`config.mk`:
```
export PLATFORM = sky130hd
export DESIGN_NAME = usb_packet_transmitter
export DESIGN_NICKNAME = d
export VERILOG_FILES = /design/src/rtl/usb_packet_transmitter.sv
export SDC_FILE = /design/constraint.sdc
export NUM_CORES = 1
export LEC_CHECK = 0
export CELL_PAD_IN_SITES_DETAIL_PLACEMENT = 0
export CELL_PAD_IN_SITES_GLOBAL_PLACEMENT = 1
export CORE_AREA = 5 5 67 93
export CTS_CLUSTER_DIAMETER = 100
export DETAILED_ROUTE_END_ITERATION = 6
export DIE_AREA = 0 0 72 98
export PLACE_DENSITY_LB_ADDON = 0.1
export SLEW_MARGIN = 20
export SYNTH_ARGS = -nofsm -noshare
export SYNTH_HDL_FRONTEND = slang
export SYNTH_SLANG_ARGS = --single-unit
export TNS_END_PERCENT = 50
```
`constraint.sdc`:
```
create_clock -name clock48 -period 3 [get_ports clock48]
set_clock_uncertainty 0.1 [all_clocks]
set_input_delay 0.6 -clock clock48 [delete_from_list [all_inputs] [get_ports clock48]]
set_output_delay 0.6 -clock clock48 [all_outputs]
set_load 0.05 [all_outputs]
```
`src/rtl/usb_packet_transmitter.sv`:
```
`default_nettype none
// ============================================================================
// Module      : usb_packet_transmitter
// Description : Device-side USB full-speed packet transmitter (clock48 domain).
//               Sends SYNC, PID, optional payload and CRC16, and EOP onto D+/D-
//               with NRZI encoding and bit stuffing.
//               Optional feature macro: USB_TX_CRC16_EN. When defined, CRC16 is
//               generated over the payload and appended. When undefined, data
//               packets end right after the payload.
// Revision    : 1.0 - initial release
// ============================================================================
module usb_packet_transmitter #(
  parameter int CLOCKS_PER_BIT = 4,
  parameter int LENGTH_WIDTH   = 10
) (
  input  logic                    clock48,
  input  logic                    reset_n,
  input  logic                    tx_start,
  input  logic [3:0]              tx_pid,
  input  logic [LENGTH_WIDTH-1:0] tx_length,
  input  logic [7:0]              tx_data,
  input  logic                    tx_valid,
  output logic                    tx_ready,
  output logic                    tx_busy,
  output logic                    tx_done,
  output logic                    tx_error,
  output logic                    usb_dp,
  output logic                    usb_dn,
  output logic                    usb_oe
);

  localparam int DIV_W = (CLOCKS_PER_BIT > 1) ? $clog2(CLOCKS_PER_BIT) : 1;
  localparam logic [DIV_W-1:0] C_DIV_LAST = DIV_W'(CLOCKS_PER_BIT - 1);

  localparam logic [2:0] S_IDLE    = 3'd0;
  localparam logic [2:0] S_SYNC    = 3'd1;
  localparam logic [2:0] S_PID     = 3'd2;
  localparam logic [2:0] S_DATA    = 3'd3;
  localparam logic [2:0] S_CRC     = 3'd4;
  localparam logic [2:0] S_EOP_SE0 = 3'd5;
  localparam logic [2:0] S_EOP_J   = 3'd6;

  logic [2:0]              r_state;
  logic [2:0]              w_state_next;
  logic [DIV_W-1:0]        r_div;
  logic [2:0]              r_bit;      // index of the last field bit put on the line
  logic [2:0]              r_ones;     // consecutive ones sent, saturating at 6
  logic [7:0]              r_shift;    // field byte being serialised
  logic [3:0]              r_pid;
  logic [LENGTH_WIDTH-1:0] r_bytes;    // payload bytes still to be fetched
  logic                    r_line;     // NRZI line level, 1 = J
  logic                    r_se0;
  logic                    r_done;
  logic                    r_error;
`ifdef USB_TX_CRC16_EN
  logic [15:0]             r_crc;
  logic                    r_crc_byte; // 0 = sending crc[15:8], 1 = crc[7:0]
  logic                    w_crc_fb;
`endif

  logic       w_busy;
  logic       w_tick;
  logic       w_serial;
  logic       w_stuff;
  logic       w_adv;
  logic       w_last;
  logic       w_field_end;
  logic       w_more;
  logic       w_need_byte;
  logic       w_underrun;
  logic       w_accept;
  logic       w_reject;
  logic       w_next_serial;
  logic       w_emit;
  logic       w_bit;
  logic [2:0] w_after_data;

  // Bit-time strobes, field boundaries and start qualification.
  always_comb begin
    w_busy      = (r_state != S_IDLE);
    w_tick      = w_busy && (r_div == C_DIV_LAST);
    w_serial    = (r_state == S_SYNC) || (r_state == S_PID) ||
                  (r_state == S_DATA) || (r_state == S_CRC);
    w_stuff     = w_tick && w_serial && (r_ones == 3'd6);
    w_adv       = w_tick && w_serial && !w_stuff;
`ifdef USB_TX_CRC16_EN
    w_last      = (r_bit == 3'd7) && ((r_state != S_CRC) || r_crc_byte);
    w_after_data = S_CRC;
`else
    w_last      = (r_bit == 3'd7);
    w_after_data = S_EOP_SE0;
`endif
    w_field_end = w_adv && w_last;
    w_more      = (r_bytes != '0);
    // A payload byte is fetched at the end of the PID of a data packet or
    // at the end of every payload byte while bytes remain.
    w_need_byte = w_field_end && w_more &&
                  (((r_state == S_PID) && r_pid[0]) || (r_state == S_DATA));
    w_underrun  = w_need_byte && !tx_valid;
    w_accept    = !w_busy && tx_start && tx_pid[1];
    w_reject    = !w_busy && tx_start && !tx_pid[1];
  end

  // FSM state register.
  always_ff @(posedge clock48 or negedge reset_n) begin
    if (!reset_n) r_state <= S_IDLE;
    else          r_state <= w_state_next;
  end

  // FSM next-state logic.
  always_comb begin
    w_state_next = r_state;
    case (r_state)
      S_IDLE:    if (w_accept) w_state_next = S_SYNC;
      S_SYNC:    if (w_field_end) w_state_next = S_PID;
      S_PID: begin
        if (w_field_end) begin
          if (!r_pid[0])   w_state_next = S_EOP_SE0;
          else if (w_more) w_state_next = tx_valid ? S_DATA : S_EOP_SE0;
          else             w_state_next = w_after_data;
        end
      end
      S_DATA: begin
        if (w_field_end) begin
          if (w_more) w_state_next = tx_valid ? S_DATA : S_EOP_SE0;
          else        w_state_next = w_after_data;
        end
      end
      S_CRC:     if (w_field_end) w_state_next = S_EOP_SE0;
      S_EOP_SE0: if (w_tick && r_bit[0]) w_state_next = S_EOP_J;
      S_EOP_J:   if (w_tick) w_state_next = S_IDLE;
      default:   w_state_next = S_IDLE;
    endcase
  end

  // Select the next data bit to be NRZI-encoded onto the line.
  always_comb begin
    w_next_serial = (w_state_next == S_SYNC) || (w_state_next == S_PID) ||
                    (w_state_next == S_DATA) || (w_state_next == S_CRC);
    w_emit = w_accept || (w_adv && w_next_serial);
    w_bit  = r_shift[r_bit + 3'd1];
    if (w_accept) w_bit = 1'b0;
    else if ((r_state == S_SYNC) && w_last) w_bit = r_pid[0];
    else if (w_need_byte) w_bit = tx_data[0];
`ifdef USB_TX_CRC16_EN
    else if (w_state_next == S_CRC) w_bit = ~r_crc[15];
    w_crc_fb = r_crc[15] ^ w_bit;
`endif
  end

  // Datapath: bit clock, serialiser, stuffing, CRC and line level.
  always_ff @(posedge clock48 or negedge reset_n) begin
    if (!reset_n) begin
      r_div      <= '0;
      r_bit      <= 3'd0;
      r_ones     <= 3'd0;
      r_shift    <= 8'h00;
      r_pid      <= 4'h0;
      r_bytes    <= '0;
      r_line     <= 1'b1;
      r_se0      <= 1'b0;
      r_done     <= 1'b0;
      r_error    <= 1'b0;
`ifdef USB_TX_CRC16_EN
      r_crc      <= 16'hFFFF;
      r_crc_byte <= 1'b0;
`endif
    end else begin
      r_done  <= w_tick && (r_state == S_EOP_J);
      r_error <= w_reject || w_underrun;

      if (w_accept)    r_div <= '0;
      else if (w_busy) r_div <= (r_div == C_DIV_LAST) ? '0 : r_div + DIV_W'(1);

      if (w_accept) begin
        r_pid   <= tx_pid;
        r_bytes <= tx_length;
        r_shift <= 8'h80;           // SYNC pattern, LSB first
`ifdef USB_TX_CRC16_EN
        r_crc      <= 16'hFFFF;
        r_crc_byte <= 1'b0;
`endif
      end

      if ((r_state == S_SYNC) && w_field_end) r_shift <= {~r_pid, r_pid};

      if (w_need_byte && tx_valid) begin
        r_shift <= tx_data;
        r_bytes <= r_bytes - LENGTH_WIDTH'(1);
      end

      // Data 0 toggles the line, data 1 holds it.
      if (w_emit) begin
        r_line <= r_line ^ ~w_bit;
        r_ones <= w_bit ? ((r_ones == 3'd6) ? 3'd6 : r_ones + 3'd1) : 3'd0;
        r_bit  <= w_accept ? 3'd0 : r_bit + 3'd1;
      end

      if (w_stuff) begin
        r_line <= ~r_line;
        r_ones <= 3'd0;
      end

`ifdef USB_TX_CRC16_EN
      if (w_emit && (w_state_next == S_DATA))
        r_crc <= {r_crc[14:0], 1'b0} ^ (w_crc_fb ? 16'h8005 : 16'h0000);
      if (w_emit && (w_state_next == S_CRC)) begin
        r_crc <= {r_crc[14:0], 1'b0};
        if ((r_state == S_CRC) && (r_bit == 3'd7)) r_crc_byte <= 1'b1;
      end
`endif

      if ((w_state_next == S_EOP_SE0) && (r_state != S_EOP_SE0)) begin
        r_se0 <= 1'b1;
        r_bit <= 3'd0;
      end else if ((r_state == S_EOP_SE0) && w_tick) begin
        r_bit <= r_bit + 3'd1;
      end

      if ((r_state == S_EOP_SE0) && (w_state_next == S_EOP_J)) begin
        r_se0  <= 1'b0;
        r_line <= 1'b1;
      end
    end
  end

  // Outputs; pins released to J whenever idle.
  always_comb begin
    tx_busy  = w_busy;
    usb_oe   = w_busy;
    tx_ready = w_need_byte;
    tx_done  = r_done;
    tx_error = r_error;
    usb_dp   = !w_busy ? 1'b1 : (r_se0 ? 1'b0 : r_line);
    usb_dn   = !w_busy ? 1'b0 : (r_se0 ? 1'b0 : ~r_line);
  end

endmodule
`default_nettype wire

```
==> impl_results.md <==
- CTS Sinks: 37
- Clock transition at path regs: approximately 0.08 ns
- Crit. End Element: output port
- DRT antenna net count: 0
- Worst endpoint required time: around 2.3 ns
- Avg Cell Area, Syn: a little over 9 um^2
- Vias in the first global route: 1918
- CTS tree: built
- Final Wtd Congestion: around 0.76
- Antenna Cells: 0
- Total of max-cap violations: 0
- Worst path arrival time: between 2 and 2.5 ns
- Minimum clock period: between 2 and 3 ns
- Static Leak: roughly 1.2 nW
- Status: complete, no violations
- Setup repair after global routing missed its margin: no
- Die width: roughly 72 um
- Design Area, Final: between 0.002 and 0.003 mm^2
- # setup viols final: 0
- Slowest cell delay on critical path: roughly 0.50 ns
- Number of flops mapped to enable cells by yosys: 0
- All-Layer GR Usage: around 17%
- Post-CTS setup repair buffer count: 0
- Critical path's most frequent cell: inv_1
- CP Depth: 7
- Wire length of the first global-routing pass: 9.252 mm
- HPWL after DPL: 3.889 mm
- WL/cell: ~16 um
- Total Power: 0.002123 W
- Grt ovf: 0
- Die area: approximately 0.0071 mm^2
- Share of cells above drive strength 1: about an eighth
- Setup crit start kind: flip-flop
- Critical Path, Cell by Cell: inv_1, ha_4, or4b_4, or3_4, nand2_1, inv_1, buf_4
- IO Port Bufs: 32
- Cell taking the most area after synthesis: dfrtp_1
- Asr flop ratio synth: 100.0%
- FF+latch count, synth: 37
- H-tree depth: 2
- Worst reg-to-reg path cell count: 8
- Fin. Hold Viols: 0
- Maximum VDD drop: around 340 uV
- Core area: between 0.005 and 0.006 mm^2
- Fraction of the yosys area taken by sequential cells: between 40% and 50%
- Max Slew Vio Count: 0
- Via density: between 5 and 6
- Worst hold path type: in -> async
- Distinct cell type count after synthesis: 54
- Root Buffer: clkbuf_8
- Pre-CTS setup slack: approximately 0.30 ns
- Num rows: 32
- Drt pass-1 iters: 5
- Crit path max-delay family: simple AND/OR/NAND/NOR gates
- Setup Crit Path Kind: reg -> out
- Synthesized area: roughly 0.0021 mm^2
- Power per cell area: 806.4 mW/mm^2
- Crit-path max FO: 6
- Post-route setup slack: 0.1091 ns
- Synth area leaders: dfrtp_1 43%, nand2_1 4.8%, o21ai_0 4.1%
- Drt initial violations: slightly below 100
- Yosys warning total: 0
- Starting Density: about two fifths
- Chip height: 98 um
- Cell count after synthesis: about 230
- Yosys top cell area share: 42.91%
- Synth Flop Type: dfrtp_1
- Largest net degree at the start of global routing: 38
- Total vias in the final route: around 1800
- CP max-delay cell: or4b_4
- Worst skew pair latency: about 0.29 ns
- Initial antenna violation count: 0
- Hold slack: around 0.3 ns
- Tcrit/Tclk final: between 90% and 100%
- Dpl cell area: roughly 0.0025 mm^2
- CTS Buffer Depth: 2
- Worst path bufs/invs: 3
- Final wirelength: 5.321 mm
- Top Ports: 33
- Setup Total Neg Slack: 0 ns
- Layout Area Growth over Synthesis: 25.39%
- Num CTS Buffers: 5
- Nets@finish: 294
- Slew of the pin with the lowest slew margin: ~0.86 ns
- Post-Syn Nets: approximately 260
- F_max: around 350 MHz
- DRC Markers: 0
- Slew margin rel.: 42.84%
## power by group
| part | leakage (nW) | internal (W) | switching, W |
|---|---|---|---|
| Clock | 0.0422 | 0.000163 | 0.000181 |
| Sequential | 0.462 | 0.000674 | 0.000166 |
| Combinational | 0.663 | 0.000425 | 0.000513 |
| Total | 1.17 | 0.00126 | 0.000860 |
## worst paths after layout
check                                       start                      to  slack (ns)
max                        r_bytes[0]$_DFFE_PN0P_                tx_ready        0.11
min                                       reset_n    r_div[1]$_DFFE_PN0P_        0.31
max reg2reg                r_bytes[0]$_DFFE_PN0P_   r_ones[1]$_DFFE_PN0P_        0.40
min reg2reg                  r_pid[3]$_DFFE_PN0P_  r_shift[7]$_DFFE_PN0P_        0.39
max in group asynchronous                 reset_n  r_bytes[0]$_DFFE_PN0P_        1.93
min in group clock48         r_pid[3]$_DFFE_PN0P_  r_shift[7]$_DFFE_PN0P_        0.39
## cells by family (layout without fill, tap and decap cells)
group	count (synthesis)	count (layout)	share of synthesized area, %
AOI/OAI and AO/OA	65	65	21.93
muxes	6	6	4.112
and+or+nand+nor	83	83	20.92
buffers and inverters	28	66	5.304
DFF	37	37	44.16
adders and majority gates	6	6	3.576
## synthesized netlist by cell type (all sizes together), types with 4 or more instances
library cell and instances:
a222oi 4, a21oi 9, o31ai 4, ha 6
inv 15, dfrtp 36, nor3 4, nand3 10
o21ai 17, nand2 27, a221o 4, clkbuf 9
nor2 17, buf 4
## area by class of cell
class | count | area, um^2
clock buffers | 7 | 76.32
clock inverters | 1 | 5.005
fillers | 541 | 2733
inverters | 15 | 56.30
multi-input cells | 160 | 1077
flip-flops and latches | 37 | 927.1
well taps | 68 | 85.08
repair buffers | 43 | 405.4
## worst reg2reg max path, cell delays in order (launching register included)
cell     delay, ns
dfrtp_1       0.36
inv_1         0.14
ha_4          0.17
or4b_4        0.50
or3_4         0.42
a211o_1       0.33
and2_4        0.15
and3b_1       0.17
o21a_1        0.16
## metrics by stage
stage	util, %	instances
3_5_place_dp	47.25	323
3_3_place_gp	47.25	323
6_report	49.07	331
5_1_grt	49.07	331
2_1_floorplan	-	225
4_1_cts	48.83	331
## timing repair
action | in CTS | in global routing
gates cloned | 0 | 0
pin swaps | 0 | 0
hold buffers | 0 | 0
resized for setup | 1 | 2
endpoints found under the setup margin | 1 | 1
## placed cells by master, fill, tap and decap left out, drive strengths merged, types with 4 or more instances in the layout
cell type and n:
inv 15, nand2 27, o21ai 17, clkbuf 7
a221o 4, clkdlybuf4s50 29, dfrtp 36, o31ai 4
nor2 17, ha 6, nand3 10, a222oi 4
nor3 4, a21oi 9, buf 14
## sequential cells by signal, summed over array words and instances, names as in the netlist
| name | flops |
|---|---|
| r_pid | 4 |
| r_bit | 3 |
| r_bytes | 10 |
| r_line | 1 |
| r_ones | 3 |
| tx_error | 1 |
| r_se0 | 1 |
| r_state | 3 |
| r_shift | 8 |
| tx_done | 1 |
| r_div | 2 |
## routing by layer
metal	vias to the layer above	GRT usage, %	share of wire [%]
li1	901	-	-
met1	892	19.48	42
met2	30	28.75	53
met3	7	3.502	3.2
met5	-	0	0
met4	0	6.368	1.4
(Power assumes the default switching activity.)
